**src/rtl/avm_initiator_arbiter_pkg.sv**
```systemverilog
// avm_arb_pkg: shared types and helpers for the Avalon-MM initiator arbiter.
//   arb_state_e : arbiter FSM state (idle / a requester owns the port)
//   rr_pick()   : round-robin search returning {found, idx}
package avm_arb_pkg;

  // Widest requester count the helper function supports.
  localparam int MAX_NREQ = 8;
  localparam int MAX_IW   = 3;

  typedef enum logic {
    ARB_IDLE = 1'b0,
    ARB_OWN  = 1'b1
  } arb_state_e;

  // Search last+1, last+2, ... (mod nreq) for the first set cmd bit,
  // optionally skipping exclude_idx. The final probe (k == nreq) lands on
  // 'last' itself, so a lone requester can win again after a release.
  function automatic logic [MAX_IW:0] rr_pick(
    input logic [MAX_NREQ-1:0] cmd,
    input logic [MAX_IW-1:0]   last,
    input logic                exclude_valid,
    input logic [MAX_IW-1:0]   exclude_idx,
    input int                  nreq
  );
    logic [MAX_IW:0] res;
    int              j;
    res = '0;
    for (int k = 1; k <= MAX_NREQ; k++) begin
      j = (int'(last) + k) % nreq;
      if (k <= nreq && !res[MAX_IW] && cmd[j] &&
          !(exclude_valid && exclude_idx == MAX_IW'(j)))
        res = {1'b1, MAX_IW'(j)};
    end
    return res;
  endfunction

endpackage

```
**src/rtl/avm_initiator_arbiter_if.sv**
```systemverilog
// avm_initiator_arbiter_if: bundles the per-requester initiator ports and the
// shared Avalon-MM initiator port.
//   req_*   : NREQ private initiator interfaces (commands in, stall/data out)
//   avm_*   : single shared initiator port toward the interconnect
//   grant   : one-hot current owner, zero when idle
// Modports: slave = arbiter view, master = requesters + fabric view.
interface avm_initiator_arbiter_if #(
  parameter int NREQ = 2
);
  logic [NREQ-1:0]       req_read;
  logic [NREQ-1:0]       req_write;
  logic [NREQ-1:0][31:0] req_address;
  logic [NREQ-1:0][31:0] req_writedata;
  logic [NREQ-1:0]       req_waitrequest;
  logic [31:0]           req_readdata;

  logic                  avm_read;
  logic                  avm_write;
  logic [31:0]           avm_address;
  logic [31:0]           avm_writedata;
  logic                  avm_waitrequest;
  logic [31:0]           avm_readdata;

  logic [NREQ-1:0]       grant;

  modport slave (
    input  req_read, req_write, req_address, req_writedata,
    input  avm_waitrequest, avm_readdata,
    output req_waitrequest, req_readdata,
    output avm_read, avm_write, avm_address, avm_writedata,
    output grant
  );

  modport master (
    output req_read, req_write, req_address, req_writedata,
    output avm_waitrequest, avm_readdata,
    input  req_waitrequest, req_readdata,
    input  avm_read, avm_write, avm_address, avm_writedata,
    input  grant
  );
endinterface

```
**src/rtl/avm_initiator_arbiter_rr_picker.sv**
```systemverilog
// rr_picker: combinational rotate-and-priority-encode over NREQ commands.
//   cmd_i         : per-requester command
//   last_i        : search starts at last_i+1
//   excl_valid_i  : skip excl_idx_i in the search
//   excl_idx_i    : index to skip
//   found_o/idx_o : a winner exists / its index
module rr_picker
  import avm_arb_pkg::*;
#(
  parameter int NREQ = 2,
  localparam int IW  = (NREQ > 1) ? $clog2(NREQ) : 1
) (
  input  logic [NREQ-1:0] cmd_i,
  input  logic [IW-1:0]   last_i,
  input  logic            excl_valid_i,
  input  logic [IW-1:0]   excl_idx_i,
  output logic            found_o,
  output logic [IW-1:0]   idx_o
);
  logic [MAX_NREQ-1:0] cmd_pad;
  logic [MAX_IW:0]     res;

  assign cmd_pad = MAX_NREQ'(cmd_i);
  assign res     = rr_pick(cmd_pad, MAX_IW'(last_i), excl_valid_i,
                           MAX_IW'(excl_idx_i), NREQ);
  assign found_o = res[MAX_IW];
  assign idx_o   = IW'(res[MAX_IW-1:0]);
endmodule

```
**src/rtl/avm_initiator_arbiter.sv**
```systemverilog
// avm_initiator_arbiter: round-robin sharing of one Avalon-MM initiator port
// between NREQ requesters, holding the grant for up to MAX_HOLD completed
// transfers while others wait.
//   clk, reset : clock, synchronous active-high reset
//   bus        : avm_initiator_arbiter_if.slave (requester + shared ports)
module avm_initiator_arbiter
  import avm_arb_pkg::*;
#(
  parameter int NREQ     = 2,
  parameter int MAX_HOLD = 2,
  localparam int IW      = (NREQ > 1) ? $clog2(NREQ) : 1,
  localparam int HW      = $clog2(MAX_HOLD + 1)
) (
  input logic                    clk,
  input logic                    reset,
  avm_initiator_arbiter_if.slave bus
);
  arb_state_e      state_q, state_d;
  logic [IW-1:0]   owner_q, owner_d;
  logic [IW-1:0]   last_q,  last_d;
  logic [HW-1:0]   hold_q,  hold_d;

  logic [NREQ-1:0] cmd;
  logic [NREQ-1:0] owner_oh;
  logic            own_cmd;
  logic            others;
  logic            own_act;
  logic            pick_found;
  logic [IW-1:0]   pick_idx;
  logic [IW-1:0]   pick_last;

  logic [NREQ-1:0] grant;
  logic [NREQ-1:0] req_wait;
  logic            avm_rd, avm_wr;
  logic [31:0]     avm_addr, avm_wd;

  assign cmd      = bus.req_read | bus.req_write;
  assign owner_oh = NREQ'(1) << owner_q;
  assign own_cmd  = cmd[owner_q];
  assign others   = |(cmd & ~owner_oh);
  // Outputs are forced quiet while reset is high, so the port is already
  // released in the reset cycle even though the state is still OWN.
  assign own_act  = (state_q == ARB_OWN) && !reset;

  // While owning, search starts after the owner: on quantum expiry that is
  // the required exclusion, and on release last becomes owner anyway. The
  // owner's cmd is low on release, so excluding it changes nothing there.
  assign pick_last = (state_q == ARB_OWN) ? owner_q : last_q;

  rr_picker #(.NREQ(NREQ)) u_pick (
    .cmd_i        (cmd),
    .last_i       (pick_last),
    .excl_valid_i (state_q == ARB_OWN),
    .excl_idx_i   (owner_q),
    .found_o      (pick_found),
    .idx_o        (pick_idx)
  );

  always_ff @(posedge clk) begin
    if (reset) begin
      state_q <= ARB_IDLE;
      owner_q <= '0;
      last_q  <= IW'(NREQ - 1);
      hold_q  <= '0;
    end else begin
      state_q <= state_d;
      owner_q <= owner_d;
      last_q  <= last_d;
      hold_q  <= hold_d;
    end
  end

  always_comb begin
    state_d = state_q;
    owner_d = owner_q;
    last_d  = last_q;
    hold_d  = hold_q;
    unique case (state_q)
      ARB_IDLE: begin
        if (|cmd) begin
          owner_d = pick_idx;
          hold_d  = '0;
          state_d = ARB_OWN;
        end
      end
      ARB_OWN: begin
        if (!own_cmd) begin
          last_d = owner_q;
          hold_d = '0;
          if (pick_found) owner_d = pick_idx;
          else            state_d = ARB_IDLE;
        end else if (!bus.avm_waitrequest) begin
          if (!others) begin
            hold_d = '0;               // nobody waiting: keep grant, fresh quantum
          end else if (hold_q + HW'(1) == HW'(MAX_HOLD)) begin
            last_d  = owner_q;
            owner_d = pick_idx;
            hold_d  = '0;
          end else begin
            hold_d = hold_q + HW'(1);
          end
        end
        // owner stalled: hold everything, never revoke mid-transfer
      end
      default: state_d = ARB_IDLE;
    endcase
  end

  always_comb begin
    grant    = '0;
    req_wait = '1;
    avm_rd   = 1'b0;
    avm_wr   = 1'b0;
    avm_addr = '0;
    avm_wd   = '0;
    if (own_act) begin
      grant[owner_q]    = 1'b1;
      req_wait[owner_q] = bus.avm_waitrequest;
      avm_rd            = bus.req_read[owner_q];
      avm_wr            = bus.req_write[owner_q];
      avm_addr          = bus.req_address[owner_q];
      avm_wd            = bus.req_writedata[owner_q];
    end
  end

  assign bus.grant           = grant;
  assign bus.req_waitrequest = req_wait;
  assign bus.req_readdata    = bus.avm_readdata;
  assign bus.avm_read        = avm_rd;
  assign bus.avm_write       = avm_wr;
  assign bus.avm_address     = avm_addr;
  assign bus.avm_writedata   = avm_wd;
endmodule
```
**src/flat_wrapper.sv**
```systemverilog
// flat-port wrapper written by rule: the top's interface ports become plain ports
module avm_initiator_arbiter_flat import avm_arb_pkg::*;
#(
  parameter int NREQ     = 2,
  parameter int MAX_HOLD = 2,
  localparam int IW      = (NREQ > 1) ? $clog2(NREQ) : 1,
  localparam int HW      = $clog2(MAX_HOLD + 1)
)
  (clk, reset, bus_req_read, bus_req_write, bus_req_address, bus_req_writedata, bus_avm_waitrequest, bus_avm_readdata, bus_req_waitrequest, bus_req_readdata, bus_avm_read, bus_avm_write, bus_avm_address, bus_avm_writedata, bus_grant);
  avm_initiator_arbiter_if #(.NREQ(NREQ)) bus_i ();
  input logic clk;
  input logic reset;
  input wire logic [$bits(bus_i.req_read)-1:0] bus_req_read;
  input wire logic [$bits(bus_i.req_write)-1:0] bus_req_write;
  input wire logic [$bits(bus_i.req_address)-1:0] bus_req_address;
  input wire logic [$bits(bus_i.req_writedata)-1:0] bus_req_writedata;
  input wire logic [$bits(bus_i.avm_waitrequest)-1:0] bus_avm_waitrequest;
  input wire logic [$bits(bus_i.avm_readdata)-1:0] bus_avm_readdata;
  output wire logic [$bits(bus_i.req_waitrequest)-1:0] bus_req_waitrequest;
  output wire logic [$bits(bus_i.req_readdata)-1:0] bus_req_readdata;
  output wire logic [$bits(bus_i.avm_read)-1:0] bus_avm_read;
  output wire logic [$bits(bus_i.avm_write)-1:0] bus_avm_write;
  output wire logic [$bits(bus_i.avm_address)-1:0] bus_avm_address;
  output wire logic [$bits(bus_i.avm_writedata)-1:0] bus_avm_writedata;
  output wire logic [$bits(bus_i.grant)-1:0] bus_grant;
  assign bus_i.req_read = bus_req_read;
  assign bus_i.req_write = bus_req_write;
  assign bus_i.req_address = bus_req_address;
  assign bus_i.req_writedata = bus_req_writedata;
  assign bus_i.avm_waitrequest = bus_avm_waitrequest;
  assign bus_i.avm_readdata = bus_avm_readdata;
  assign bus_req_waitrequest = bus_i.req_waitrequest;
  assign bus_req_readdata = bus_i.req_readdata;
  assign bus_avm_read = bus_i.avm_read;
  assign bus_avm_write = bus_i.avm_write;
  assign bus_avm_address = bus_i.avm_address;
  assign bus_avm_writedata = bus_i.avm_writedata;
  assign bus_grant = bus_i.grant;
  avm_initiator_arbiter #(.NREQ(NREQ), .MAX_HOLD(MAX_HOLD)) u_core (.clk(clk), .reset(reset), .bus(bus_i));
endmodule
```
**config.mk**
```make
export PLATFORM = sky130hd
export DESIGN_NAME = avm_initiator_arbiter_flat
export DESIGN_NICKNAME = d
export VERILOG_FILES = /design/src/rtl/avm_initiator_arbiter_pkg.sv /design/src/rtl/avm_initiator_arbiter_if.sv /design/src/rtl/avm_initiator_arbiter_rr_picker.sv /design/src/rtl/avm_initiator_arbiter.sv /design/src/flat_wrapper.sv
export SDC_FILE = /design/constraint.sdc
export NUM_CORES = 1
export LEC_CHECK = 0
export ABC_AREA = 1
export BUFFER_PORTS_ARGS = -buffer_cell sky130_fd_sc_hd__buf_2
export CORE_AREA = 2 2 103 105
export CTS_CLUSTER_DIAMETER = 60
export DETAILED_ROUTE_END_ITERATION = 10
export DIE_AREA = 0 0 105 107
export SLEW_MARGIN = 20
export SYNTH_ARGS = -nofsm -noshare
export SYNTH_HDL_FRONTEND = slang
export SYNTH_SLANG_ARGS = --single-unit
```
**constraint.sdc**
```tcl
create_clock -name clk -period 1.6 [get_ports clk]
set_input_delay 0.16 -clock clk [delete_from_list [all_inputs] [get_ports clk]]
set_output_delay 0.16 -clock clk [all_outputs]
set_load 0.005 [all_outputs]
```
==> run summary, run 1 <==
CTS buffer count = 3
Worst VDD drop = 0.279 mV
DIE WIDTH = 105 um
Largest net degree at the start of global routing = 35
Top cell type's share of synthesized area = 0.432
First-pass GRT wire length = 8740 um
Crit path buf inv count = 2
Crit path launch = u_core.state_q$_SDFF_PP0_
Area occupied by multi-input gates = 792 um^2
Area grow syn2layout = 91.5%
Sequential share of the synthesized area = 0.0772
Critical path capture point type = output pin
H-tree Lvls = 1
Min cycle time layout = 1.60 ns
Startpoint Class = register
Longest Clk Path Bufs = 2
Die ar. = 11200 um^2
Hold buffer count at CTS = 0
Fillers = 1100
Dpl ws = 0.133 ns
Worst Hold Class = in -> reg
FF+latch area = 108 um^2
Initial antenna violation count = 0
Initial DRT Pass Iterations = 4
Mapped Nets = 338
GRT Total Usage = 0.0939
Period utilization = 1.00
CP max stage cell = dfxtp_4
Synth Flop Type = dfxtp_1
CTS tree = yes
Hold Vio Cnt, Final = 0
Fraction of layout instances using a drive strength above 1 = 0.672
Slew Limit Fails = 0
Synth Area in Compound Gates = 0.458
Via density = 4.18
RePlAce Congestion = 0.796
Vias in the first global route = 1886
Final setup fails = 0
Initial Utilization = 0.128
Max Freq = 625 MHz
Worst Setup Path Type = reg -> out
DR iter-0 viols = 197
Root buffer cell = clkbuf_8
Least-Margin Pin Slew = 0.266 ns
Critical Path, Cell by Cell = nand2_4 > nor2_4 > buf_12 > a22o_1 > buf_2
Syn Area/Cell = 7.58 um^2
Max_cap viols = 0
Mux contribution to synthesized area = 0
Skew final = 0.000310 ns
Synth Cell Area = 1300 um^2
# port buffers = 204
Nets = 516
I/O pins = 269
GRT overflow = 0
Setup WS post-layout = 0.000457 ns
WL/cell = 14.4 um
Post-Syn Instances = 171
Most common cell in the netlist = a22o_1
Via Count = 2021
Hold Crit Start = reset
Placed Area = 2160 um^2
WP data arrival = 1.44 ns
Seq cells post-synth = 5
Adder-cell area share of the yosys netlist = 0
Number of synthesized flops with an enable pin = 0
Ranking of synthesized cells by area = a22o_1 43%, buf_4 21%, buf_12 7.7%
Syn. warnings = 0
Post-DRT Antenna Nets = 0
Combinational family with the most area after synthesis = compound AO/OA/AOI/OAI gates
# diodes = 0
Die Y = 107 um
Top post-synthesis cells by count = 64 x a22o_1, 37 x buf_4, 21 x nand2_1, 9 x nor2_1, 8 x inv_1
P_leak = 1.47 nW
Clk sinks = 5
WHS = 0.220 ns
FF-to-FF Start = u_core.owner_q$_SDFFE_PP0P_
Clock slew seen by the registers of the worst setup and hold paths = 0.03 ns
Simple-gate share of the synthesized area = 0.126
Xor-xnor portion of the synthesized cell area = 0
Synth cell types = 16
Crit-path leading delay family = flip-flops
Drt total wl = 6990 um
Status = finished, final reports clean
RSZ-0062 raised after global routing = true
CORE AREA = 10100 um^2
DRC viols = 0
Post-synth ARST share = 0
Post-route cell area = 2480 um^2
Tot Pwr = 1.05 mW
Rel. slew slack = 0.822
WP data required = 1.44 ns
Crit Path Max Fanout = 34
Clk Latency, worst-skew pair = 0.23 ns
Post-synth top area cell = a22o_1
Row count = 37
PwrDens = 423 nW/um^2
Slowest cell delay on critical path = 0.38 ns
Placed wire-length estimate = 4910 um
==> routing by layer <==
layer	GRT usage	wire, um
met5	0	0
met2	0.176	3570
met3	0.0176	597
met1	0.106	2720
met4	0.0333	105
==> layout make-up <==
cell class / instances / share of cell area
repair buffers: 219 / 0.528
multi-input cells: 109 / 0.319
well taps: 136 / 0.0685
inverters: 11 / 0.0227
clock buffers: 4 / 0.0181
flip-flops and latches: 5 / 0.0433
==> cells by family (layout without fill, tap and decap cells) <==
| kind of cell | Yosys count | count (layout) |
|---|---|---|
| AND/OR/NAND/NOR | 39 | 39 |
| flip-flops | 5 | 5 |
| AO/OA/AOI/OAI | 70 | 70 |
| buffers and inverters | 57 | 234 |
==> report_power, final <==
| part | internal (mW) | switching (mW) | total [mW] |
|---|---|---|---|
| Clock | 0.171 | 0.0676 | 0.239 |
| Sequential | 0.137 | 0.0144 | 0.151 |
| Combinational | 0.377 | 0.283 | 0.659 |
==> sequential cells by signal, indices dropped and copies added (netlist names) <==
register	cells
u_core.last_q	1
u_core.owner_q	1
u_core.state_q	1
u_core.hold_q	2
==> worst paths after layout <==
kind	end	slack, ns	depth (start not counted)
setup reg to reg	u_core.owner_q$_SDFFE_PP0P_	0.60	6
setup / recovery	bus_avm_writedata[7]	0.0005	5
hold reg to reg	u_core.hold_q[1]$_SDFFE_PP0P_	0.43	2
hold / removal	u_core.state_q$_SDFF_PP0_	0.22	2
==> stage by stage <==
step | TNS (ns) | utilization | instances
after floorplan | 0 | - | 171
after global placement | 0 | 0.214 | 469
after detailed placement | 0 | 0.214 | 469
after CTS | -2.54 | 0.222 | 474
after global routing | -0.836 | 0.246 | 484
final | 0 | 0.246 | 484
==> layout by cell type (no fill, tap or decap), types with 2 or more instances in the layout <==
cell type  synthesis  layout
o21ai_0            2       2
nand2_1           21      20
dfxtp_1            5       3
o22ai_2            0       2
nor2_4             0       2
a22o_1            64      64
nor2_1             9       9
buf_12             5       5
clkbuf_8           0       3
inv_1              8       7
nand2_4            0       2
buf_4             37       2
clkbuf_16          0       5
nand3_1            5       5
a21oi_1            2       2
buf_6              0       2
buf_2              4     204
dfxtp_4            0       2
inv_2              3       2
==> what timing repair did <==
action | in CTS | in global routing
resized for setup | 3 | 18
cloned | 1 | 7
pin swaps | 0 | 11
hold endpoints to repair | 0 | 0
setup buffers | 0 | 3
endpoints found under the setup margin | 67 | 68
No activity file was read; power rests on OpenSTA's default activity.
==> run 2: changes to the inputs <==
Settings changed: CELL_PAD_IN_SITES_DETAIL_PLACEMENT set to 1, CELL_PAD_IN_SITES_GLOBAL_PLACEMENT set to 2, CORE_AREA 2 2 103 105 to not set, CORE_ASPECT_RATIO set to 0.7, CORE_UTILIZATION set to 10, DIE_AREA 0 0 105 107 to not set, PLACE_DENSITY_LB_ADDON set to 0.1, SETUP_SLACK_MARGIN set to 0.2.
==> run 2 against run 1 <==
Against the previous run: the run now ends with design-rule violations, negative setup slack left; sequential share of layout area shrank 0.61 points; combinational power grew 21%; first-iteration DRC count fell by 64%; largest cell class unchanged; global-route usage rose by 4.3 points; wire length rose by 35%; count of clock-buffer cells in the layout is the same; via count increased by 5.3%; critical endpoint is now bus_avm_writedata[20]; total power increased by 30%; core utilization shrank 1.6 points; worst setup slack worse by 0.021 ns; largest power group unchanged; clock power is 73% higher.
==> run summary, run 2 (synthesis results as in run 1) <==
Status = complete, but fails checks
Failing checks = design-rule violations, negative setup slack
Rel. slew slack = 0.749
WP data arrival = 1.46 ns
Slew Limit Fails = 0
Most frequent cells in the layout = 202 x buf_2, 64 x a22o_1, 19 x nand2_1, 10 x buf_16, 10 x buf_4
Hold buffer count at CTS = 0
Final setup TNS = -0.0468 ns
# diodes = 0
Worst VDD drop = 0.237 mV
Worst Setup Path Type = reg -> out
H-tree Lvls = 1
Hold endpoint = u_core.state_q$_SDFF_PP0_
CORE AREA = 12500 um^2
DR iter-0 viols = 70
Startpoint Class = register
Worst Hold Class = in -> reg
DIE WIDTH = 138 um
Root buffer cell = clkbuf_16
GRT Total Usage = 0.137
Period utilization = 1.01
PwrDens = 472 nW/um^2
Setup WS post-layout = -0.0203 ns
FF-to-FF Start = u_core.owner_q$_SDFFE_PP0P_
Hold Vio Cnt, Final = 0
Hold Crit Start = reset
CTS tree = yes
Least-Margin Pin Slew = 0.376 ns
Via density = 4.02
Drt total wl = 9420 um
Worst reg2reg endpoint = u_core.owner_q$_SDFFE_PP0P_
RSZ-0062 raised after global routing = true
Most common cell after layout, fill and taps aside = buf_2
Clk sinks = 5
Hold path cells = 2
Crit path launch = u_core.owner_q$_SDFFE_PP0P_
CP max stage cell = dfxtp_4
Cells after DPL = 497
Initial antenna violation count = 0
Crit-path leading delay family = buffers and inverters
DRC viols = 33
Post-DRT Antenna Nets = 0
I/O pins = 269
Max_cap viols = 0
Post-route insts no fill = 529
Longest Clk Path Bufs = 2
P_leak = 1.65 nW
WL/cell = 17.8 um
Crit Path Max Fanout = 7
RePlAce Congestion = 0.705
First-pass GRT wire length = 14000 um
Clk Latency, worst-skew pair = 0.23 ns
Initial Utilization = 0.103
Die ar. = 13400 um^2
Critical Path, Cell by Cell = nand2_4 > nor2_4 > buf_6 > buf_12 > buf_16 > a22o_1 > buf_2
Max reg flops = 2
Crit path buf inv count = 4
Fraction of layout instances using a drive strength above 1 = 0.687
Via Count = 2128
Initial DRT Pass Iterations = 7
GRT overflow = 0
Clock slew seen by the registers of the worst setup and hold paths = 0.03 ns
R2R setup slack = 0.54 ns
Row count = 34
Placed wire-length estimate = 6880 um
Final setup fails = 5
Die Y = 97.3 um
CTS buffer count = 3
Slowest cell delay on critical path = 0.36 ns
Area grow syn2layout = 123%
Skew final = 0.00217 ns
Max Freq = 617 MHz
R2R cell count = 6
Reg with most FFs = u_core.hold_q
WP data required = 1.44 ns
# port buffers = 204
Nets = 535
Critical path capture point type = output pin
Min cycle time layout = 1.62 ns
Largest net degree at the start of global routing = 15
Vias in the first global route = 2258
==> run 2: routing by layer <==
layer | vias up | GRT usage | share of wire
met5 | - | 0 | 0
met4 | 0 | 0.0320 | 0.014
met3 | 16 | 0.0330 | 0.084
met2 | 124 | 0.264 | 0.52
met1 | 987 | 0.150 | 0.38
li1 | 1001 | - | -
==> run 2: worst max path at each step <==
stage / to / slack (ns) / cells after the start
global placement: bus_avm_writedata[23] / 0.08 / 7
detailed placement: bus_avm_writedata[27] / 0.09 / 7
global route: bus_avm_writedata[11] / -0.08 / 7
CTS: bus_avm_writedata[18] / -0.04 / 6
finish: bus_avm_writedata[20] / -0.02 / 7
floorplan: bus_avm_address[13] / 0.39 / 7
==> run 2: per-stage QoR <==
| step | utilization | power, mW | area, um^2 | setup slack, ns | hold WS (ns) |
|---|---|---|---|---|---|
| after floorplan | - | 0.482 | 1300 | 0.386 | 0.229 |
| after global placement | 0.175 | 0.737 | 2200 | 0.0774 | 0.320 |
| after detailed placement | 0.175 | 0.733 | 2200 | 0.0879 | 0.320 |
| after CTS | 0.225 | 1.37 | 2820 | -0.0352 | 0.244 |
| after global routing | 0.230 | 1.46 | 2890 | -0.0844 | 0.257 |
| final | 0.230 | 1.36 | 2890 | -0.0203 | 0.249 |
==> run 2: worst register-to-register path, cell delays in order, from the launching register on <==
cell and delay, ns:
dfxtp_4 0.37, buf_4 0.12, o21ai_0 0.07, nand2_1 0.09
nand3_1 0.11, a21oi_1 0.14, nor2_1 0.06
==> run 2: cell type report <==
cell class	instances	area (um^2)
clock buffer	4	78.8
fill	1551	9660
inverter	11	51.3
multi-input combinational	109	787
sequential	5	108
tap	162	203
timing repair buffer	238	1660
==> run 2: what timing repair did <==
action / in CTS / in global routing
pin swaps: 17 / 11
resized for setup: 35 / 2
gates cloned: 11 / 1
buffers inserted: 12 / 4
endpoints found under the setup margin: 70 / 70
==> run 2: where the power goes <==
part / internal [mW] / switching, mW
clock network: 0.330 / 0.0828
logic: 0.475 / 0.325
registers: 0.137 / 0.0133
total: 0.942 / 0.421
